<file path="src/rtl/uart_sram_tx_interface.sv">
// uart_sram_tx_interface: reads a block of 16-bit SRAM words and sends them as 8N1 bytes, high byte first.
// Define UART_TX_CHECKSUM_EN to append a trailing XOR checksum byte to every transfer.
module uart_sram_tx_interface #(
    parameter int CLOCKS_PER_BIT = 434,
    parameter int ADDR_W         = 18
) (
    input  logic              Clock,
    input  logic              Reset,
    input  logic              Start,
    input  logic [ADDR_W-1:0] Start_address,
    input  logic [ADDR_W-1:0] Word_count,
    input  logic [15:0]       SRAM_read_data,
    output logic [ADDR_W-1:0] SRAM_address,
    output logic              SRAM_we_n,
    output logic              UART_TX_O,
    output logic              Busy,
    output logic              Done
);
    localparam logic [2:0] S_TX_IDLE  = 3'd0;
    localparam logic [2:0] S_TX_ISSUE = 3'd1;
    localparam logic [2:0] S_TX_WAIT  = 3'd2;
    localparam logic [2:0] S_TX_LATCH = 3'd3;
    localparam logic [2:0] S_TX_HI    = 3'd4;
    localparam logic [2:0] S_TX_LO    = 3'd5;
`ifdef UART_TX_CHECKSUM_EN
    localparam logic [2:0] S_TX_CHK   = 3'd6;
`endif
    localparam logic [2:0] S_TX_DONE  = 3'd7;

    localparam int               CNT_W    = (CLOCKS_PER_BIT > 1) ? $clog2(CLOCKS_PER_BIT) : 1;
    localparam logic [CNT_W-1:0] CNT_LAST = CNT_W'(CLOCKS_PER_BIT - 1);

    logic [2:0]        state;
    logic [ADDR_W-1:0] words_left;
    logic [7:0]        lo_byte;
    // Bits still to go after the start bit: data LSB first, stop bit on top.
    logic [8:0]        shift_reg;
    logic [CNT_W-1:0]  clk_cnt;
    logic [3:0]        bit_idx;
    logic              bit_end;
    logic              frame_end;
    logic              tx_active;
`ifdef UART_TX_CHECKSUM_EN
    logic [7:0]        chk_reg;
`endif

    assign bit_end   = (clk_cnt == CNT_LAST);
    assign frame_end = bit_end && (bit_idx == 4'd9);
    assign SRAM_we_n = 1'b1;
    assign Busy      = (state != S_TX_IDLE) && (state != S_TX_DONE);
    assign Done      = (state == S_TX_DONE);
`ifdef UART_TX_CHECKSUM_EN
    assign tx_active = (state == S_TX_HI) || (state == S_TX_LO) || (state == S_TX_CHK);
`else
    assign tx_active = (state == S_TX_HI) || (state == S_TX_LO);
`endif

    always_ff @(posedge Clock or posedge Reset) begin
        if (Reset) begin
            state        <= S_TX_IDLE;
            SRAM_address <= '0;
            words_left   <= '0;
            lo_byte      <= '0;
            shift_reg    <= '1;
            clk_cnt      <= '0;
            bit_idx      <= '0;
            UART_TX_O    <= 1'b1;
`ifdef UART_TX_CHECKSUM_EN
            chk_reg      <= '0;
`endif
        end else begin
            if (tx_active) begin
                if (!bit_end) begin
                    clk_cnt <= clk_cnt + 1'b1;
                end else begin
                    clk_cnt <= '0;
                    if (!frame_end) begin
                        UART_TX_O <= shift_reg[0];
                        shift_reg <= {1'b1, shift_reg[8:1]};
                        bit_idx   <= bit_idx + 1'b1;
                    end
                end
            end

            // A new byte is loaded on the same edge that ends the previous one or latches the word.
            case (state)
                S_TX_IDLE: begin
                    if (Start) begin
                        SRAM_address <= Start_address;
                        words_left   <= Word_count;
`ifdef UART_TX_CHECKSUM_EN
                        chk_reg      <= '0;
`endif
                        if (Word_count == '0) begin
`ifdef UART_TX_CHECKSUM_EN
                            UART_TX_O <= 1'b0;
                            shift_reg <= {1'b1, 8'h00};
                            clk_cnt   <= '0;
                            bit_idx   <= '0;
                            state     <= S_TX_CHK;
`else
                            state     <= S_TX_DONE;
`endif
                        end else begin
                            state <= S_TX_ISSUE;
                        end
                    end
                end
                S_TX_ISSUE: state <= S_TX_WAIT;
                S_TX_WAIT:  state <= S_TX_LATCH;
                S_TX_LATCH: begin
                    lo_byte   <= SRAM_read_data[7:0];
`ifdef UART_TX_CHECKSUM_EN
                    chk_reg   <= chk_reg ^ SRAM_read_data[15:8] ^ SRAM_read_data[7:0];
`endif
                    UART_TX_O <= 1'b0;
                    shift_reg <= {1'b1, SRAM_read_data[15:8]};
                    clk_cnt   <= '0;
                    bit_idx   <= '0;
                    state     <= S_TX_HI;
                end
                S_TX_HI: begin
                    if (frame_end) begin
                        UART_TX_O <= 1'b0;
                        shift_reg <= {1'b1, lo_byte};
                        bit_idx   <= '0;
                        state     <= S_TX_LO;
                    end
                end
                S_TX_LO: begin
                    if (frame_end) begin
                        words_left   <= words_left - 1'b1;
                        SRAM_address <= SRAM_address + 1'b1;
                        if (words_left != ADDR_W'(1)) begin
                            state <= S_TX_ISSUE;
                        end else begin
`ifdef UART_TX_CHECKSUM_EN
                            UART_TX_O <= 1'b0;
                            shift_reg <= {1'b1, chk_reg};
                            bit_idx   <= '0;
                            state     <= S_TX_CHK;
`else
                            state     <= S_TX_DONE;
`endif
                        end
                    end
                end
`ifdef UART_TX_CHECKSUM_EN
                S_TX_CHK: begin
                    if (frame_end) begin
                        state <= S_TX_DONE;
                    end
                end
`endif
                S_TX_DONE: state <= S_TX_IDLE;
                default:   state <= S_TX_IDLE;
            endcase
        end
    end

endmodule

</file>
<file path="config.mk">
export PLATFORM = sky130hd
export DESIGN_NAME = uart_sram_tx_interface
export DESIGN_NICKNAME = d
export VERILOG_FILES = /design/src/rtl/uart_sram_tx_interface.sv
export SDC_FILE = /design/constraint.sdc
export NUM_CORES = 1
export LEC_CHECK = 0
export CAP_MARGIN = 0
export CORE_ASPECT_RATIO = 1.2
export CORE_MARGIN = 2
export CORE_UTILIZATION = 35
export CTS_CLUSTER_SIZE = 20
export DETAILED_ROUTE_END_ITERATION = 12
export RECOVER_POWER = 25
export SLEW_MARGIN = 20
export SYNTH_ARGS = -nofsm -noshare
export SYNTH_HDL_FRONTEND = slang
export SYNTH_SLANG_ARGS = --single-unit
</file>
<file path="constraint.sdc">
create_clock -name Clock -period 2.2 [get_ports Clock]
set_input_delay 0.44 -clock Clock [delete_from_list [all_inputs] [get_ports Clock]]
set_output_delay 0.44 -clock Clock [all_outputs]
set_load 0.01 [all_outputs]
</file>
==> results of run 1 <==
## synthesized netlist by cell type (2+ instances only)
library cell and instances:
o21ai_2 6, or4_1 3, nor3_1 10, or3_1 4, nor4_1 6, nor3b_1 2
o211ai_1 4, a2bb2oi_1 4, ha_1 7, a21oi_1 46, nand4_1 11, and3_1 6
buf_2 7, buf_8 2, o2bb2a_1 2, o22a_1 3, nand2_1 40, a22o_1 6
a22oi_1 10, nor2_1 39, mux2i_1 11, o31ai_1 3, a31oi_1 5, o32ai_1 3
o21ai_0 45, buf_4 3, a41oi_1 2, nand2b_1 2, clkbuf_1 15, nand4b_1 2
inv_1 8, o22ai_1 7, dfrtp_1 60, mux2_2 9, nand3_1 12, xor2_1 2
and2_1 3, nor2b_1 2, xnor2_1 2, dfstp_2 10
## cell families (layout without fill, tap and decap cells)
kind of cell               count (synthesis)  count (layout)  share of synthesized area
buffers and inverters                     36             123                     0.0441
other                                      1               1                   0.000932
AOI/OAI and AO/OA                        154             154                      0.239
DFF                                       70              70                      0.438
muxes                                     20              20                     0.0525
and+or+nand+nor                          151             151                      0.195
adders and majority gates                  7               7                     0.0218
xor gates and xnor gates                   4               4                    0.00871
## power by group through the flow
stage	sequential, mW	clock (mW)	combinational, mW
global placement	2.39	0	2.38
finish	2.42	1.58	2.42
CTS	2.40	1.61	2.44
detailed placement	2.41	0	2.43
floorplan	2.35	0	1.48
global route	2.50	1.67	2.71
## worst reg2reg max path: cells and delay by family, from the launching register on
family | cells | cell delay [ns]
simple gates | 2 | 0.78
compound gates | 3 | 0.55
flops | 1 | 0.42
buf+inv | 1 | 0.21
## through the flow
step / area (um2) / utilization / worst slack [ns] / instances
floorplan: 4030 / - / 0.00834 / 443
global placement: 5090 / 0.457 / 0.160 / 668
detailed placement: 5090 / 0.457 / 0.109 / 668
CTS: 5420 / 0.486 / 0.0124 / 684
global route: 5410 / 0.486 / 0.0100 / 684
finish: 5410 / 0.486 / 0.0587 / 684
## final cells by class
cell class / instances / area (um2) / area share
Clock inverter: 6 / 93.8 / 0.0173
Tap cell: 154 / 193 / 0.0356
Timing Repair Buffer: 99 / 993 / 0.184
Inverter: 8 / 30.0 / 0.00555
Sequential cell: 70 / 1760 / 0.326
Multi-Input combinational cell: 337 / 2110 / 0.389
Clock buffer: 10 / 229 / 0.0423
## worst min-delay path by stage
stage,to,from
after floorplan,clk_cnt[8]$_DFFE_PP0P_,clk_cnt[8]$_DFFE_PP0P_
after global placement,clk_cnt[8]$_DFFE_PP0P_,clk_cnt[8]$_DFFE_PP0P_
after global routing,lo_byte[0]$_DFFE_PP0P_,lo_byte[0]$_DFFE_PP0P_
final,clk_cnt[8]$_DFFE_PP0P_,clk_cnt[8]$_DFFE_PP0P_
after detailed placement,clk_cnt[8]$_DFFE_PP0P_,clk_cnt[8]$_DFFE_PP0P_
after CTS,clk_cnt[8]$_DFFE_PP0P_,clk_cnt[8]$_DFFE_PP0P_
## layer usage
layer	vias up	share of wire	wire length (um)	global-route usage
li1	1812	-	-	-
met1	1763	0.45	4710	0.223
met2	81	0.49	5150	0.294
met3	12	0.043	445	0.0369
met4	0	0.010	104	0.0450
met5	-	0	0	0
## repair_timing
item,in CTS,in global routing
setup endpoints to repair,1,2
gates resized for setup,1,2
pin swaps,0,1
==> flow_summary_export.csv, run 1 <==
group,metric,value,unit
critical_path,critPathTopFamily,"buffers and inverters",
floorplanning,core-area,11100,um2
routing,first_pass_iters,4,
synth,yosysSeqAreaShare,0.438,
routing,drt_wl_total,10.4,mm
critical_path,crit_fanout,6,
critical_path,path_cells,"buf_4 > and3_1 > clkdlybuf4s50_1",
synth,synth_area,4030,um2
cells_and_area,nets,587,
power_and_ir_drop,seqPwrFrac,0.377,
power_and_ir_drop,vdd_drop_max,0.436,mV
floorplanning,io_pins,77,
floorplanning,fp.dieW,102,um
synth,yosys_most_used_dff,"dfrtp_1",
synth,avgSynthCellArea,9.09,um2
cts,cts_setup_buffers,0,
power_and_ir_drop,pwr-share-comb,0.377,
routing,ant_nets,0,
sta,fin_crit_sh,0.973,
cts,cts_made_buffers,9,
critical_path,worstSetupEndpoint,"Done",
run_status,outcome,"complete, no violations",
global_routing,grt_max_degree,57,
sta,layout_min_cycle_time,2.14,ns
synth,async_reset_ff_frac,1.00,
routing,drc,0,
critical_path,crit_arrival,1.70,ns
min_path,holdPathStages,1,
placed_design,portBuffers,75,
power_and_ir_drop,switching_power,2.32,mW
critical_path,reg2reg_slack,0.13,ns
sta,hold_viol_final,0,
critical_path,cp-end-kind,"output pin",
routing,vias,3668,
synth,synth_nets,505,
global_routing,globalRouteOverflowTotal,0,
synth,yosys_warnings,0,
sta,drv_slew,0,
global_routing,grt_pass1_wl,17.2,mm
sta,max_freq,467,MHz
routing,drtIter0Drc,136,
power_and_ir_drop,internal_power,4.09,mW
synth,ys_types,59,
critical_path,crit_path_start,"state[1]$_DFFE_PP0P_",
cells_and_area,mostFrequentLayoutCells,"clkdlybuf4s50_1, dfrtp_1, a21oi_1",
sta,rsz0062_at_grt,"false",
synth,ys_ff_latch,70,
cts,clockBufferDepth,2,
critical_path,startpoint_type,"flop",
power_and_ir_drop,power.total,6.41,mW
power_and_ir_drop,power_leakage,2.09,nW
critical_path,r2r_cells,6,
critical_path,path_buf_inv,2,
synth,yosysTopAreaCell,"dfrtp_1",
sta,slew_headroom,0.400,
critical_path,cp_slowest_cell,"clkdlybuf4s50_1",
synth,synth.top_cell.area_share,0.373,
min_path,hold_class,"flop to flop",
routing,avgRoutedWirePerCell,15.2,um
power_and_ir_drop,swShare,0.361,
global_routing,grt_use_total,0.173,
synth,synth_edf_count,0,
power_and_ir_drop,power.share.clock,0.246,
cells_and_area,antennaDiodeCount,0,
critical_path,path_depth,3,
cts,clk_latency,0.33,ns
cts,cts-htree-levels,3,
sta,whs,0.491,ns
sta,fin_skew,0.00765,ns
placed_design,place.gp.congestion,0.793,
cts,cts_tree,"done",
cells_and_area,reg_top3,"SRAM_address (18), words_left (18)",
synth,synth.area.top_cells,"dfrtp_1, dfstp_2, a21oi_1, o21ai_0, nand2_1",
sta,tns,0,ns
cells_and_area,final_common_cell,"clkdlybuf4s50_1",
cells_and_area,drive_above_1_share,0.145,
critical_path,r2r_start,"clk_cnt[6]$_DFFE_PP0P_",
floorplanning,die_h,121,um
synth,synthCells,443,
job,cap_violations,0,
critical_path,max_stage_delay,0.56,ns
cells_and_area,areaGrowthSynthToFinish,34.4,%
cts,clk_pin_slew,0.06,ns
floorplanning,start_util,0.361,
global_routing,grt_pass1_vias,3593,
global_routing,grt_antenna_before_repair,0,
sta,finalSetupViolCount,0,
cts,cts_sinks,70,
critical_path,reg2reg_to,"words_left[10]$_DFFE_PP0P_",
cts,cts_hold_buf,0,
cts,cts_root_buf,"clkbuf_16",
critical_path,critPathRequiredTime,1.76,ns
placed_design,hpwl,7.22,mm
cells_and_area,n_fill_cell,1080,
sta,worst_slew_pin_slew,0.899,ns
critical_path,worstSetupPathType,"flop to output pin",
power_and_ir_drop,p_per_area,1180,nW/um2
floorplanning,die_area,12400,um2
floorplanning,fp-row-count,42,
routing,viasPerCell,5.36,
(Power assumes the default switching activity.)
==> inputs of run 2 (changes only) <==
--- a/config.mk
+++ b/config.mk
@@ -5,7 +5,6 @@
 export SDC_FILE = /design/constraint.sdc
 export NUM_CORES = 1
 export LEC_CHECK = 0
-export CAP_MARGIN = 0
 export CORE_ASPECT_RATIO = 1.2
 export CORE_MARGIN = 2
 export CORE_UTILIZATION = 35
==> results of run 2 <==
Same layout as run 1: the final DEF is identical, and so are final timing and power.
